[src/rtl/seg7_scan_capture.sv]
// seg7_scan_capture: reader for a multiplexed, active-low 7-segment display bus.
// It waits for each digit's AN/SEG lines to settle, decodes the segment pattern
// back to a hex nibble and rebuilds the multi-digit value.
//
// Ports:
//   clk          system clock, rising edge
//   rst          synchronous reset, active-high
//   AN           anode lines, active-low (0 = digit selected)
//   SEG          segment lines, active-low {g,f,e,d,c,b,a}
//   VALUE        captured nibbles, digit i at VALUE[4i+3:4i]
//   DIGIT_VALID  bit i = digit i last captured as a legal hex pattern
//   FRAME_DONE   1-cycle pulse when every digit has been captured since the last pulse
//   SEG_ERR      1-cycle pulse on an illegal segment capture or a new multi-select
//   ERR_CNT      saturating SEG_ERR count (present only with SEG7_CAP_ERRCNT_EN)
//
// Build option: define SEG7_CAP_ERRCNT_EN to add the ERR_CNT port and counter.
module seg7_scan_capture #(
  parameter int NUM_DIGITS    = 8,
  parameter int SETTLE_CYCLES = 4,
  parameter int ERR_CNT_W     = 8
) (
  input  logic                    clk,
  input  logic                    rst,
  input  logic [NUM_DIGITS-1:0]   AN,
  input  logic [6:0]              SEG,
  output logic [4*NUM_DIGITS-1:0] VALUE,
  output logic [NUM_DIGITS-1:0]   DIGIT_VALID,
  output logic                    FRAME_DONE,
  output logic                    SEG_ERR
`ifdef SEG7_CAP_ERRCNT_EN
  ,
  output logic [ERR_CNT_W-1:0]    ERR_CNT
`endif
);

  localparam int CNT_W = $clog2(SETTLE_CYCLES + 1);
  localparam int IDX_W = (NUM_DIGITS > 1) ? $clog2(NUM_DIGITS) : 1;

  typedef enum logic [1:0] {IDLE, SETTLE, CAPTURED} state_t;

  state_t                st, st_nxt;
  logic [CNT_W-1:0]      cnt, cnt_nxt;
  logic [NUM_DIGITS-1:0] an_q, an_p, seen, seen_or;
  logic [6:0]            seg_q, seg_p;
  logic [IDX_W-1:0]      sel_idx;
  logic                  legal, multi, multi_p, changed, capture;
  logic                  dec_hit, cap_bad, seg_err_nxt;
  logic [3:0]            dec_code;

  function automatic int low_cnt(input logic [NUM_DIGITS-1:0] a);
    int n;
    n = 0;
    for (int i = 0; i < NUM_DIGITS; i++) if (!a[i]) n++;
    return n;
  endfunction

  // Exact-match hex decode; {hit, code}
  function automatic logic [4:0] hex_decode(input logic [6:0] s);
    case (s)
      7'b1000000: return {1'b1, 4'h0};
      7'b1111001: return {1'b1, 4'h1};
      7'b0100100: return {1'b1, 4'h2};
      7'b0110000: return {1'b1, 4'h3};
      7'b0011001: return {1'b1, 4'h4};
      7'b0010010: return {1'b1, 4'h5};
      7'b0000010: return {1'b1, 4'h6};
      7'b1111000: return {1'b1, 4'h7};
      7'b0000000: return {1'b1, 4'h8};
      7'b0010000: return {1'b1, 4'h9};
      7'b0001000: return {1'b1, 4'hA};
      7'b0000011: return {1'b1, 4'hB};
      7'b1000110: return {1'b1, 4'hC};
      7'b0100001: return {1'b1, 4'hD};
      7'b0000110: return {1'b1, 4'hE};
      7'b0001110: return {1'b1, 4'hF};
      default:    return 5'b0;
    endcase
  endfunction

  // Input register plus one cycle of history for change detection
  always_ff @(posedge clk) begin
    if (rst) begin
      an_q  <= '1;
      seg_q <= '1;
      an_p  <= '1;
      seg_p <= '1;
    end else begin
      an_p  <= an_q;
      seg_p <= seg_q;
      an_q  <= AN;
      seg_q <= SEG;
    end
  end

  always_comb begin
    sel_idx = '0;
    for (int i = 0; i < NUM_DIGITS; i++) if (!an_q[i]) sel_idx = IDX_W'(i);
  end

  assign legal   = (low_cnt(an_q) == 1);
  assign multi   = (low_cnt(an_q) > 1);
  assign multi_p = (low_cnt(an_p) > 1);
  assign changed = (an_q != an_p) || (seg_q != seg_p);
  assign {dec_hit, dec_code} = hex_decode(seg_q);

  // FSM: state register
  always_ff @(posedge clk) begin
    if (rst) begin
      st  <= IDLE;
      cnt <= '0;
    end else begin
      st  <= st_nxt;
      cnt <= cnt_nxt;
    end
  end

  // FSM: next state. Reaching the settle count folds straight into CAPTURED,
  // which also covers SETTLE_CYCLES==1 (capture on the first settle edge).
  always_comb begin
    st_nxt  = st;
    cnt_nxt = cnt;
    case (st)
      IDLE: if (legal) begin
        st_nxt  = SETTLE;
        cnt_nxt = CNT_W'(1);
      end
      SETTLE: if (changed) begin
        st_nxt  = legal ? SETTLE : IDLE;
        cnt_nxt = CNT_W'(1);
      end else begin
        cnt_nxt = cnt + 1'b1;
      end
      CAPTURED: if (changed) begin
        st_nxt  = legal ? SETTLE : IDLE;
        cnt_nxt = CNT_W'(1);
      end
      default: begin
        st_nxt  = IDLE;
        cnt_nxt = '0;
      end
    endcase
    if (st_nxt == SETTLE && cnt_nxt == CNT_W'(SETTLE_CYCLES)) st_nxt = CAPTURED;
  end

  // FSM: outputs. CAPTURED->CAPTURED only happens via a recapture on change.
  always_comb begin
    capture     = (st_nxt == CAPTURED) && (st != CAPTURED || changed);
    cap_bad     = capture && !dec_hit && (seg_q != 7'h7F);
    seg_err_nxt = cap_bad || (multi && !multi_p);
    seen_or     = capture ? (seen | ~an_q) : seen;
  end

  always_ff @(posedge clk) begin
    if (rst) begin
      VALUE       <= '0;
      DIGIT_VALID <= '0;
      FRAME_DONE  <= 1'b0;
      SEG_ERR     <= 1'b0;
      seen        <= '0;
    end else begin
      SEG_ERR    <= seg_err_nxt;
      FRAME_DONE <= capture && (&seen_or);
      seen       <= (capture && (&seen_or)) ? '0 : seen_or;
      for (int i = 0; i < NUM_DIGITS; i++) begin
        if (capture && sel_idx == IDX_W'(i)) begin
          if (dec_hit) VALUE[4*i +: 4] <= dec_code;
          DIGIT_VALID[i] <= dec_hit;
        end
      end
    end
  end

`ifdef SEG7_CAP_ERRCNT_EN
  always_ff @(posedge clk) begin
    if (rst)                       ERR_CNT <= '0;
    else if (seg_err_nxt && ~&ERR_CNT) ERR_CNT <= ERR_CNT + 1'b1;
  end
`endif

endmodule

[config.mk]
export PLATFORM = sky130hd
export DESIGN_NAME = seg7_scan_capture
export DESIGN_NICKNAME = d
export VERILOG_FILES = /design/src/rtl/seg7_scan_capture.sv
export SDC_FILE = /design/constraint.sdc
export NUM_CORES = 1
export LEC_CHECK = 0
export ABC_AREA = 1
export CAP_MARGIN = 30
export CORE_MARGIN = 2
export CORE_UTILIZATION = 60
export DETAILED_ROUTE_END_ITERATION = 8
export PLACE_DENSITY = 0.85
export SYNTH_ARGS = -nofsm -noshare
export SYNTH_HDL_FRONTEND = slang
export SYNTH_SLANG_ARGS = --single-unit
[constraint.sdc]
create_clock -name clk -period 7.4 [get_ports clk]
set_clock_uncertainty 0.1 [all_clocks]
set_input_delay 1.11 -clock clk [delete_from_list [all_inputs] [get_ports clk]]
set_output_delay 1.11 -clock clk [all_outputs]
set_load 0.005 [all_outputs]
==> flow_metrics.py <==
metrics = {
    "synth": {
        "synth_simple_gate_area_share_pct": 35.47,
        "ys.flop_type": "dfxtp_1",
        "synth_area_sq_mm": 0.004653,
        "synth-xor-area-share_pct": 3.926,
        "syn_nets": 690,
        "synth_edf_count": 0,
        "yosysUniqueCellTypes": 43,
        "synthArstFlopShare_pct": 0,
        "synth_compound_area_share_pct": 9.680,
        "synth_top_family_by_area": "simple AND/OR/NAND/NOR gates",
        "avgSynthCellArea_sq_um": 7.126,
        "yosys_register_bits": 85,
        "synth_cells": 653,
        "muxShareOfSynthArea_pct": 0,
        "synthAdderAreaFrac_pct": 5.378,
        "ys_warn_count": 0,
        "seq_area_frac_synth_pct": 36.57,
    },
    "timing": {
        "max_clock_freq_ghz": 0.1766,
        "worst-slew-pin-transition_ns": 0.8684,
        "relSlewSlack_pct": 42.04,
        "fin_crit_ns": 5.663,
        "setup_viol": 0,
        "whs_ns": 0.3638,
        "setup-tns-final_ns": 0,
        "slew_viol_final": 0,
        "finalCritPeriodShare_pct": 76.53,
        "rsz0062_at_grt": "no",
        "hold_viol_final": 0,
    },
    "finish": {
        "final_cell_mix": "147 x nand2_1, 85 x dfxtp_1, 84 x inv_1",
        "n_antenna_cell": 0,
        "final_nets": 750,
        "layout_commonest_cell": "nand2_1",
        "synthToLayoutAreaGrowth_pct": 19.36,
        "drive_gt1_share_pct": 12.95,
    },
    "critical_path": {
        "slowest_delay_ns": 0.45,
        "worst-path-max-fanout": 8,
        "required_ns": 7.55,
        "startpoint_type": "flip-flop",
        "crit_slowest_cell": "dfxtp_1",
        "timing.rr.end": "seen[7]",
        "cp.arrival_ns": 5.81,
        "worst_path_most_repeated_cell": "nand2_1",
        "path_class": "reg2reg",
        "end_kind": "flip-flop",
        "ff2ff_path_depth": 38,
        "rr_startpoint": "an_q[1]",
        "rrSetupSlack_ns": 1.74,
    },
    "hold_path": {
        "min_path_cells": 2,
        "worstHoldPathType": "reg2reg",
        "min_from": "VALUE[26]",
        "hold_path_end": "VALUE[26]",
    },
    "clock_tree": {
        "ctsResizeCount": 0,
        "root_buffer": "clkbuf_8",
        "clk_pin_slew_ns": 0.10,
        "cts.hold.buffers_added": 0,
        "htree_levels": 3,
        "cts_buffers": 9,
        "cts_setup_buffers": 0,
        "cts_buffer_depth": 2,
        "cts_tree": "yes",
        "cts.sinks": 85,
        "worstSkewPairLatency_ns": 0.37,
    },
    "power": {
        "leakage_nw": 2.529,
        "power_density_mw_per_mm2": 182.3,
        "peakVddDrop_v": 0.0001522,
    },
    "global_route": {
        "grt-ovfl-total": 0,
        "grt_max_degree": 50,
        "antenna_found_initial": 0,
        "grt_usage_pct": 28.04,
        "grt_pass1_vias": 4286,
        "grt_pass1_wl_microns": 19240,
    },
    "drt": {
        "vias": 4277,
        "viasPerCell": 5.216,
        "avgRoutedWirePerCell_microns": 13.45,
        "drc_errors": 0,
        "final_antenna_net_count": 0,
        "drt_iter0_markers": 227,
        "wl_microns": 11030,
        "first_pass_iters": 5,
    },
    "die": {
        "ios": 59,
        "initial_core_util_pct": 61.17,
        "row_count": 32,
        "die_area_sq_mm": 0.008476,
        "placeableCoreArea_sq_mm": 0.007607,
        "die_y_microns": 92.07,
        "die_w_microns": 92.07,
    },
    "place": {
        "io_buffers": 58,
        "dp_hpwl_microns": 8102,
        "gp_congestion": 0.9175,
    },
    "flow_run": {
        "cap_violations": 0,
    },
    "run_status": {
        "status": "finished, final reports clean",
    },
}
cell families after synthesis:
group,after synthesis
AND/OR/NAND/NOR,342
buffers and inverters,108
flip-flops,85
AO/OA/AOI/OAI,78
XOR/XNOR,20
adder cells (fa/ha/maj),20
final cells by class:
| type | instances | area [sq um] |
|---|---|---|
| clock buffer | 9 | 123.9 |
| timing repair buffer | 60 | 595.6 |
| tap | 102 | 127.6 |
| sequential | 85 | 1702 |
| fill | 600 | 2053 |
| clock inverter | 7 | 102.6 |
| multi-input combinational | 460 | 2534 |
| inverter | 97 | 369.1 |
state kept, by name, summed over array words and instances (netlist names):
signal,count
seg_q,7
seg_p,7
st,2
cnt,3
an_p,8
seen,8
FRAME_DONE,1
DIGIT_VALID,8
an_q,8
VALUE,32
SEG_ERR,1
per-stage QoR:
stage          area (sq um)  worst slack [ns]  utilization [%]  instances  power (mW)
6_report               5554             1.737            73.01        820       1.013
5_1_grt                5554             1.118            73.01        820       1.061
4_1_cts                5554             1.777            73.01        820       1.018
3_5_place_dp           5328             1.834            70.03        804      0.6575
3_3_place_gp           5328             2.047            70.03        804      0.6514
2_1_floorplan          4653             2.339                -        653      0.6172
worst max-delay path by stage:
stage,startpoint,to,slack [ns],cells after the start
floorplan,an_q[1],VALUE[4],2.34,38
global placement,an_q[1],seen[4],2.05,37
detailed placement,an_q[1],seen[4],1.83,37
CTS,an_q[1],seen[3],1.78,37
global route,an_q[1],seen[7],1.12,38
finish,an_q[1],seen[7],1.74,38
worst max-delay path: cells and delay by family (launching register included):
kind,cells,cell delay (ns)
buffers and inverters,5,0.35
adder cells (fa/ha/maj),5,1.48
flip-flops,1,0.45
AND/OR/NAND/NOR,26,2.81
AO/OA/AOI/OAI,2,0.34
layer usage:
layer	track usage, %	routed length [microns]	share of wire [%]	vias to the layer above
li1	-	-	-	2176
met1	32.95	4630	42	1948
met2	49.08	5433	49	125
met3	7.231	704	6.4	28
met4	10.45	257	2.3	0
met5	0	0	0	-
cell usage after synthesis (all sizes together) (5+ instances only):
library cell / number / area (sq um)
xor2: 8 / 77.58
nand3: 44 / 267.8
clkbuf: 10 / 37.54
a21oi: 39 / 210.2
nor4: 5 / 46.29
ha: 20 / 250.2
nor2: 85 / 404.1
dfxtp: 85 / 1702
xnor2: 12 / 105.1
nor3: 11 / 60.06
o21ai: 26 / 141.4
a31oi: 6 / 37.54
or2: 18 / 112.6
nand4: 8 / 50.05
nand2: 168 / 688.2
inv: 97 / 369.1
report_power, final:
group          switching, mW  leakage [nW]  internal [mW]
Clock                  0.195         0.114          0.169
Sequential            0.0153         0.693          0.469
Combinational          0.101          1.72         0.0634
Total                  0.311          2.53          0.701
(Power assumes the default switching activity.)
